**src/rtl/nvm_pkg.sv**
```systemverilog
// nvm_pkg
// Shared types and constants for the NVM write controller.
//   nvm_wr_state_t : controller state encoding
//   DEF_DATA_W     : default word width
//   DEF_PROG_CYCLES: default program pulse length in clk cycles
//   cnt_width()    : width of the shared bit/pulse counter
// Optional feature macro: NVM_WRITER_VERIFY_EN adds the VERIFY state.
package nvm_pkg;

  localparam int DEF_DATA_W      = 16;
  localparam int DEF_PROG_CYCLES = 8;

  typedef enum logic [2:0] {
    WR_IDLE,
    WR_SHIFT,
    WR_PROG,
`ifdef NVM_WRITER_VERIFY_EN
    WR_VERIFY,
`endif
    WR_DONE
  } nvm_wr_state_t;

  // One counter serves both the bit count and the pulse count, so it has to
  // hold the larger of the two terminal values.
  function automatic int cnt_width(input int data_w, input int prog_cycles);
    int m;
    m = (data_w > prog_cycles) ? data_w : prog_cycles;
    return $clog2(m + 1);
  endfunction

endpackage

```
**src/rtl/nvm_wr_counter.sv**
```systemverilog
// nvm_wr_counter
// Saturating up-counter with terminal-count compare.
//   clk, rst_n : clock, async active-low reset
//   clr        : synchronous clear (wins over en)
//   en         : count enable
//   term       : terminal value to compare against
//   at_term    : high while the count equals term
module nvm_wr_counter #(
  parameter int W = 4
) (
  input  logic         clk,
  input  logic         rst_n,
  input  logic         clr,
  input  logic         en,
  input  logic [W-1:0] term,
  output logic         at_term
);

  logic [W-1:0] count;

  // Saturate at all-ones so a stray enable can never wrap back to zero.
  always_ff @(posedge clk or negedge rst_n) begin
    if (!rst_n) begin
      count <= '0;
    end else if (clr) begin
      count <= '0;
    end else if (en && (count != {W{1'b1}})) begin
      count <= count + W'(1);
    end
  end

  assign at_term = (count == term);

endmodule

```
**src/rtl/nvm_writer.sv**
```systemverilog
// nvm_writer
// Write-side controller for the serial NVM interface: shifts a word in MSB
// first, presents it to the array and drives a timed program pulse.
//   clk, rst_n  : clock, async active-low reset
//   write_en    : start request, only looked at in IDLE
//   sdi         : serial data in, sampled while sdi_ready is high
//   sdi_ready   : one cycle per data bit
//   nvm_wdata   : assembled word (qualify with prog)
//   prog        : program strobe to the array
//   busy        : high in every state but IDLE
//   done        : one-cycle completion pulse
// With NVM_WRITER_VERIFY_EN defined a one-cycle read-back follows the pulse:
//   nvm_rd      : read strobe
//   nvm_rdata   : read-back data
//   verify_err  : read-back mismatch, held until the next start
module nvm_writer
  import nvm_pkg::*;
#(
  parameter int DATA_W      = DEF_DATA_W,
  parameter int PROG_CYCLES = DEF_PROG_CYCLES
) (
  input  logic              clk,
  input  logic              rst_n,
  input  logic              write_en,
  input  logic              sdi,
  output logic              sdi_ready,
  output logic [DATA_W-1:0] nvm_wdata,
  output logic              prog,
  output logic              busy,
  output logic              done
`ifdef NVM_WRITER_VERIFY_EN
  ,
  output logic              nvm_rd,
  input  logic [DATA_W-1:0] nvm_rdata,
  output logic              verify_err
`endif
);

  localparam int CW = cnt_width(DATA_W, PROG_CYCLES);
  localparam logic [CW-1:0] SHIFT_LAST = CW'(DATA_W - 1);
  localparam logic [CW-1:0] PROG_LAST  = CW'(PROG_CYCLES - 1);

  nvm_wr_state_t state, state_next;
  logic [DATA_W-1:0] sreg;
  logic cnt_clr, cnt_en, at_term;
  logic [CW-1:0] cnt_term;

  nvm_wr_counter #(.W(CW)) u_counter (
    .clk     (clk),
    .rst_n   (rst_n),
    .clr     (cnt_clr),
    .en      (cnt_en),
    .term    (cnt_term),
    .at_term (at_term)
  );

  always_ff @(posedge clk or negedge rst_n) begin
    if (!rst_n) state <= WR_IDLE;
    else        state <= state_next;
  end

  // The counter is cleared on every state entry that uses it, so the
  // terminal compare is against "last index" (N-1) of the current phase.
  always_comb begin
    state_next = state;
    cnt_clr    = 1'b0;
    cnt_en     = 1'b0;
    cnt_term   = PROG_LAST;
    case (state)
      WR_IDLE: begin
        if (write_en) begin
          state_next = WR_SHIFT;
          cnt_clr    = 1'b1;
        end
      end
      WR_SHIFT: begin
        cnt_term = SHIFT_LAST;
        cnt_en   = 1'b1;
        if (at_term) begin
          state_next = WR_PROG;
          cnt_clr    = 1'b1;
        end
      end
      WR_PROG: begin
        cnt_en = 1'b1;
        if (at_term) begin
`ifdef NVM_WRITER_VERIFY_EN
          state_next = WR_VERIFY;
`else
          state_next = WR_DONE;
`endif
          cnt_clr = 1'b1;
        end
      end
`ifdef NVM_WRITER_VERIFY_EN
      WR_VERIFY: state_next = WR_DONE;
`endif
      WR_DONE: state_next = WR_IDLE;
      default: state_next = WR_IDLE;
    endcase
  end

  always_ff @(posedge clk or negedge rst_n) begin
    if (!rst_n)                sreg <= '0;
    else if (state == WR_SHIFT) sreg <= {sreg[DATA_W-2:0], sdi};
  end

`ifdef NVM_WRITER_VERIFY_EN
  // Flag survives the done pulse and idle time; only a new start clears it.
  always_ff @(posedge clk or negedge rst_n) begin
    if (!rst_n)                              verify_err <= 1'b0;
    else if ((state == WR_IDLE) && write_en) verify_err <= 1'b0;
    else if (state == WR_VERIFY)             verify_err <= (nvm_rdata != sreg);
  end

  assign nvm_rd = (state == WR_VERIFY);
`endif

  // Strobes decode the async-reset state register directly, so rst_n low
  // kills prog/nvm_rd immediately without waiting for a clock edge.
  assign sdi_ready = (state == WR_SHIFT);
  assign prog      = (state == WR_PROG);
  assign busy      = (state != WR_IDLE);
  assign done      = (state == WR_DONE);
  assign nvm_wdata = sreg;

endmodule

```
**config.mk**
```make
export PLATFORM = sky130hd
export DESIGN_NAME = nvm_writer
export DESIGN_NICKNAME = d
export VERILOG_FILES = /design/src/rtl/nvm_pkg.sv /design/src/rtl/nvm_wr_counter.sv /design/src/rtl/nvm_writer.sv
export SDC_FILE = /design/constraint.sdc
export NUM_CORES = 1
export LEC_CHECK = 0
export BUFFER_PORTS_ARGS = -buffer_cell sky130_fd_sc_hd__buf_4
export CAP_MARGIN = 20
export CORE_MARGIN = 4
export CORE_UTILIZATION = 30
export CTS_CLUSTER_DIAMETER = 60
export DETAILED_ROUTE_END_ITERATION = 10
export SLEW_MARGIN = 5
export SYNTH_ARGS = -nofsm -noshare
export SYNTH_HDL_FRONTEND = slang
export SYNTH_SLANG_ARGS = --single-unit
```
**constraint.sdc**
```tcl
create_clock -name clk -period 2.1 [get_ports clk]
set_input_delay 0.42 -clock clk [delete_from_list [all_inputs] [get_ports clk]]
set_output_delay 0.42 -clock clk [all_outputs]
set_load 0.01 [all_outputs]
```
* Word-level counts from Yosys, hierarchy flattened
Cells that the tools add are included. W data, S select, Z words.
Cells by class: $add $sub $neg 1, equality and inequality tests 8, reductions and logical operators 6, muxes and demuxes 11
Operators with widths (count):
- $mux W5 | 2
- $mux W3 | 3
- $pmux W3 S3 | 1
- $eq A3 B2 Y1 const B | 2
- $add A5 B1 Y5 const B | 1
- $eq A5 B4 Y1 | 1
- $ne A5 B5 Y1 const B | 1
- $mux W4 | 1
- $ne A2 B1 Y1 const B | 2
- $eq A3 B1 Y1 const B | 1
- $logic_not A3 Y1 | 1
- $mux W1 | 3
- $reduce_and A3 Y1 | 1
- $reduce_bool A3 Y1 | 1
- $ne A2 B2 Y1 const B | 1
- $pmux W1 S2 | 1
- $reduce_bool A2 Y1 | 1
- $reduce_or A2 Y1 | 1
- $logic_and A1 B1 Y1 | 1
Word-level totals: input bits 4, logic and storage cells 29, output and inout bits 20, register bits 24

* Longest topological paths before layout
depth in word-level cells 6, gate-level depth with buffers 8, depth with buffers taken out 7

* Hierarchy
From an unflattened synthesis, not the netlist that was laid out.
Second synthesis, totals: cell total of the unflattened synthesis 85, area, all modules 1116.1 um^2
Modules (own cells, without submodules):
- nvm_writer | instances 1, sequential area each 450.4 um^2, cells each 53, area each 804.5 um^2
- nvm_wr_counter | instances 1, sequential area each 125.1 um^2, cells each 32, area each 311.5 um^2

* Worst setup path after synthesis
No wires, ideal clock.
path kind register to register, start register state[1], end register u_counter.count[0], arrival 1.687 ns, setup time 0.122 ns, data required time 1.978 ns, clock period less this slack 1.809 ns, buffers on the path 1, stages on the path, launching flop included 8, slack 0.291 ns, cells stage by stage dfrtp_1 -> inv_1 -> ha_1 -> buf_6 -> xor2_1 -> or4b_4 -> a21oi_4 -> nor2_1
Between the ends: cells in the longest elaborated chain, start to end 6, elaborated cells between the ends (all ways) 12, those cells by class 3 x eq/ne; 5 x mux; 4 x reduce/logical
RTL lines:
- from (decl) | RTL line nvm_writer.sv:43 | nvm_wr_state_t state, state_next;
- from (signal assigned) | RTL line nvm_writer.sv:59 | else state <= state_next;
- $eq A3 B1 Y1 *
- net sdi_ready | RTL line nvm_writer.sv:26 | output logic sdi_ready,
- $mux W4 | RTL line nvm_writer.sv:69 | case (state)
- $eq A5 B4 Y1 | RTL line nvm_wr_counter.sv:32 | assign at_term = (count == term);
- $mux W1 | RTL line nvm_writer.sv:79, nvm_writer.sv:86
- $pmux W1 S2 | RTL line nvm_writer.sv:69
- $mux W5 or $reduce_bool A2 Y1 (tied branches)
- to (signal assigned) | RTL line nvm_wr_counter.sv:28 | count <= count + W'(1);
- to (decl) | RTL line nvm_wr_counter.sv:19 | logic [W-1:0] count;
The timed path passes the listed nets; every way through them passes the cells marked *. A chain may end at the register's enable or synchronous reset.

* Worst setup path after layout
start register state[1], end output port sdi_ready
Between the ends: cells in the longest elaborated chain, start to end 1
RTL lines:
- $eq A3 B1 Y1 | RTL line nvm_writer.sv:121 | assign sdi_ready = (state == WR_SHIFT);
- to (decl) | RTL line nvm_writer.sv:26
Every way passes these cells.

==> impl_metrics.tcl <==
set metrics [dict create \
    cts_resized 0 \
    drtPass1Iterations 4 \
    die-area_mm2 0.00461 \
    dp_cells 150 \
    critPathMaxStageDelay_ns 0.43 \
    clk_latency_ns 0.30 \
    slowest_stage "dfrtp_1" \
    clockBufferDepth 2 \
    wire_per_inst_um 12.3 \
    utilization_pct 39.3 \
    drive_gt1_share_pct 42.2 \
    startpoint_type "flip-flop" \
    wl_um 1900 \
    synth_fp_nets 93 \
    grt_pass1_wl_um 3280 \
    cp-end-kind "output port" \
    n_antenna_cell 0 \
    syn_avg_cell_area_um2 13.0 \
    fin_tns_setup_ns 0 \
    die_y_um 67.9 \
    hpwl_um 1440 \
    cts_made_buffers 3 \
    fin_cells 155 \
    ir_worst_vdd_mv 0.574 \
    fmax_mhz 511 \
    clkSinkCount 23 \
    gp_congestion 0.767 \
    drc 0 \
    crit_top_cell "buf_4" \
    port_buffers 23 \
    fillers 325 \
    io_pins 24 \
    core_mm2 0.00339 \
    path_delay_family "buffers and inverters" \
    antenna_left 0 \
    ys_seq_elements 23 \
    multi_input_area_um2 470 \
    cts_max_level 1 \
    placed_cell_area_mm2 0.00129 \
    crit_buf_inv 3 \
    initial_utilization_pct 31.8 \
    grt_pass1_vias 708 \
    die_w_um 67.9 \
    power.density_mw_per_mm2 1630 \
    arrival_ns 1.54 \
    clock-root-buffer "clkbuf_4" \
    yosysWarnings 0 \
    timing_hold_violations_final 0 \
    outcome "completed" \
    grt-ovfl-total 0 \
    power_leakage_nw 0.619 \
    vias 709 \
    area_delta_synth_final_pct 23.7 \
    final_nets 120 \
    worst-path-max-fanout 16 \
    whs_ns 0.342 \
    vias_per_cell 4.57 \
    grt_start_max_net_pins 24 \
    cts_tree "yes" \
    grt_util_all_layers_pct 9.43 \
    fin_area_mm2 0.00133 \
    synth_cells 83 \
    std_cell_rows 21 \
    setup-violations-final 0 \
    hp-class "in -> reg" \
    synth.distinct_cells 26 \
    slew_violations 0 \
    register_area_um2 576 \
    fin_crit_sh_pct 93.2 \
    min_period_ns 1.96 \
    cts.clk_slew.worst_paths_ns 0.12 \
    drt_iter0_drc 11 \
    synth_area_mm2 0.00108 \
    antenna_found_initial 0 \
    critPathKind "reg -> out" \
    tightest_slew_ns 0.446 \
    required_ns 1.68 \
    cap_violations 0 \
    rsz0062_at_grt "false" \
    slew_headroom_pct 70.2 \
    path_cells "inv_1, ha_1, buf_4, buf_4" \
    skew_ns 0.000986 \
    ys_seq_area_share_pct 53.4 \
]
report_power, final:
part           total [W]  switching [W]  leakage, nW  internal (W)
logic            0.00113       0.000504        0.325      0.000629
registers       0.000840       0.000174        0.276      0.000666
clock network   0.000198       0.000127       0.0177     0.0000710
layout by cell type, fill, tap and decap left out, drive strengths merged:
master,n
a21oi,2
and3,1
buf,24
clkbuf,3
clkinv,1
dfrtp,23
dlygate4sd3,1
ha,6
inv,3
mux2,17
mux2i,2
nand2,5
nand3,1
nand4,1
nand4bb,1
nor2,7
nor2b,1
nor3,1
o211ai,1
o21ai,1
o22ai,1
o32a,1
or4b,1
xnor2,1
xor2,3
cells in the mapped netlist:
cell,count,area share (%)
o32a_1,1,0.93
a21oi_4,1,1.5
mux2_2,16,17
or4b_4,1,1.3
nand4bb_1,1,1.0
buf_6,1,1.0
nand2_1,5,1.7
dfrtp_1,23,53
o211ai_1,1,0.70
o22ai_1,1,0.58
buf_2,1,0.46
a21oi_1,1,0.46
nand3_1,1,0.46
xnor2_1,1,0.81
xor2_1,3,2.4
mux2i_1,2,1.9
clkbuf_1,1,0.35
ha_1,6,7.0
inv_1,3,1.0
nor3_1,1,0.46
o21ai_0,1,0.46
nor2b_1,1,0.58
nor2_1,7,2.4
and3_1,1,0.58
nand4_1,1,0.58
mux2_1,1,1.0
area by class of cell:
type / instances / area share, %
Sequential cell: 23 / 43.2
Multi-Input combinational cell: 54 / 35.3
Timing Repair Buffer: 25 / 14.3
Tap cell: 46 / 4.32
Clock buffer: 3 / 1.69
Inverter: 3 / 0.845
Clock inverter: 1 / 0.376
per-layer routing:
layer	vias up	global-route usage, %	wire length [um]
li1	342	-	-
met1	348	13.0	929
met2	17	13.8	837
met3	2	2.30	125
met4	0	4.47	7
met5	-	0	0
registers in the layout, summed over array words and instances (netlist names):
register         count
nvm_wdata           16
state                2
u_counter.count      5
path summary, 6_finish.rpt:
| path | from | endpoint | slack (ns) | cells after the start |
|---|---|---|---|---|
| max reg2reg | u_counter.count[0] | u_counter.count[3] | 0.20 | 7 |
| min in group asynchronous | rst_n | nvm_wdata[6] | 0.53 | 2 |
| min | sdi | nvm_wdata[0] | 0.34 | 2 |
| max | state[1] | sdi_ready | 0.14 | 4 |
| min reg2reg | nvm_wdata[15] | nvm_wdata[15] | 0.52 | 1 |
| max in group asynchronous | rst_n | u_counter.count[3] | 1.35 | 2 |
cell families after synthesis:
family          count (synthesis)  share of synthesized area [%]
xor+xnor                        4                           3.25
compound gates                  6                           4.65
simple gates                   19                           9.18
mux                            19                           19.6
buf+inv                         6                           2.90
fa+ha+maj                       6                           6.97
flops                          23                           53.4
what timing repair did:
item / in CTS / in global routing
hold endpoints to repair: 23 / 0
hold buffers: 1 / 0
setup buffers: 0 / 0
stage by stage:
step | power, W | worst slack [ns]
detailed placement | 0.00201 | 0.197
finish | 0.00217 | 0.143
global placement | 0.00197 | 0.256
global route | 0.00237 | 0.00550
CTS | 0.00222 | 0.110
floorplan | 0.00156 | 0.291
Note: power is estimated with default switching activity, not from simulation.
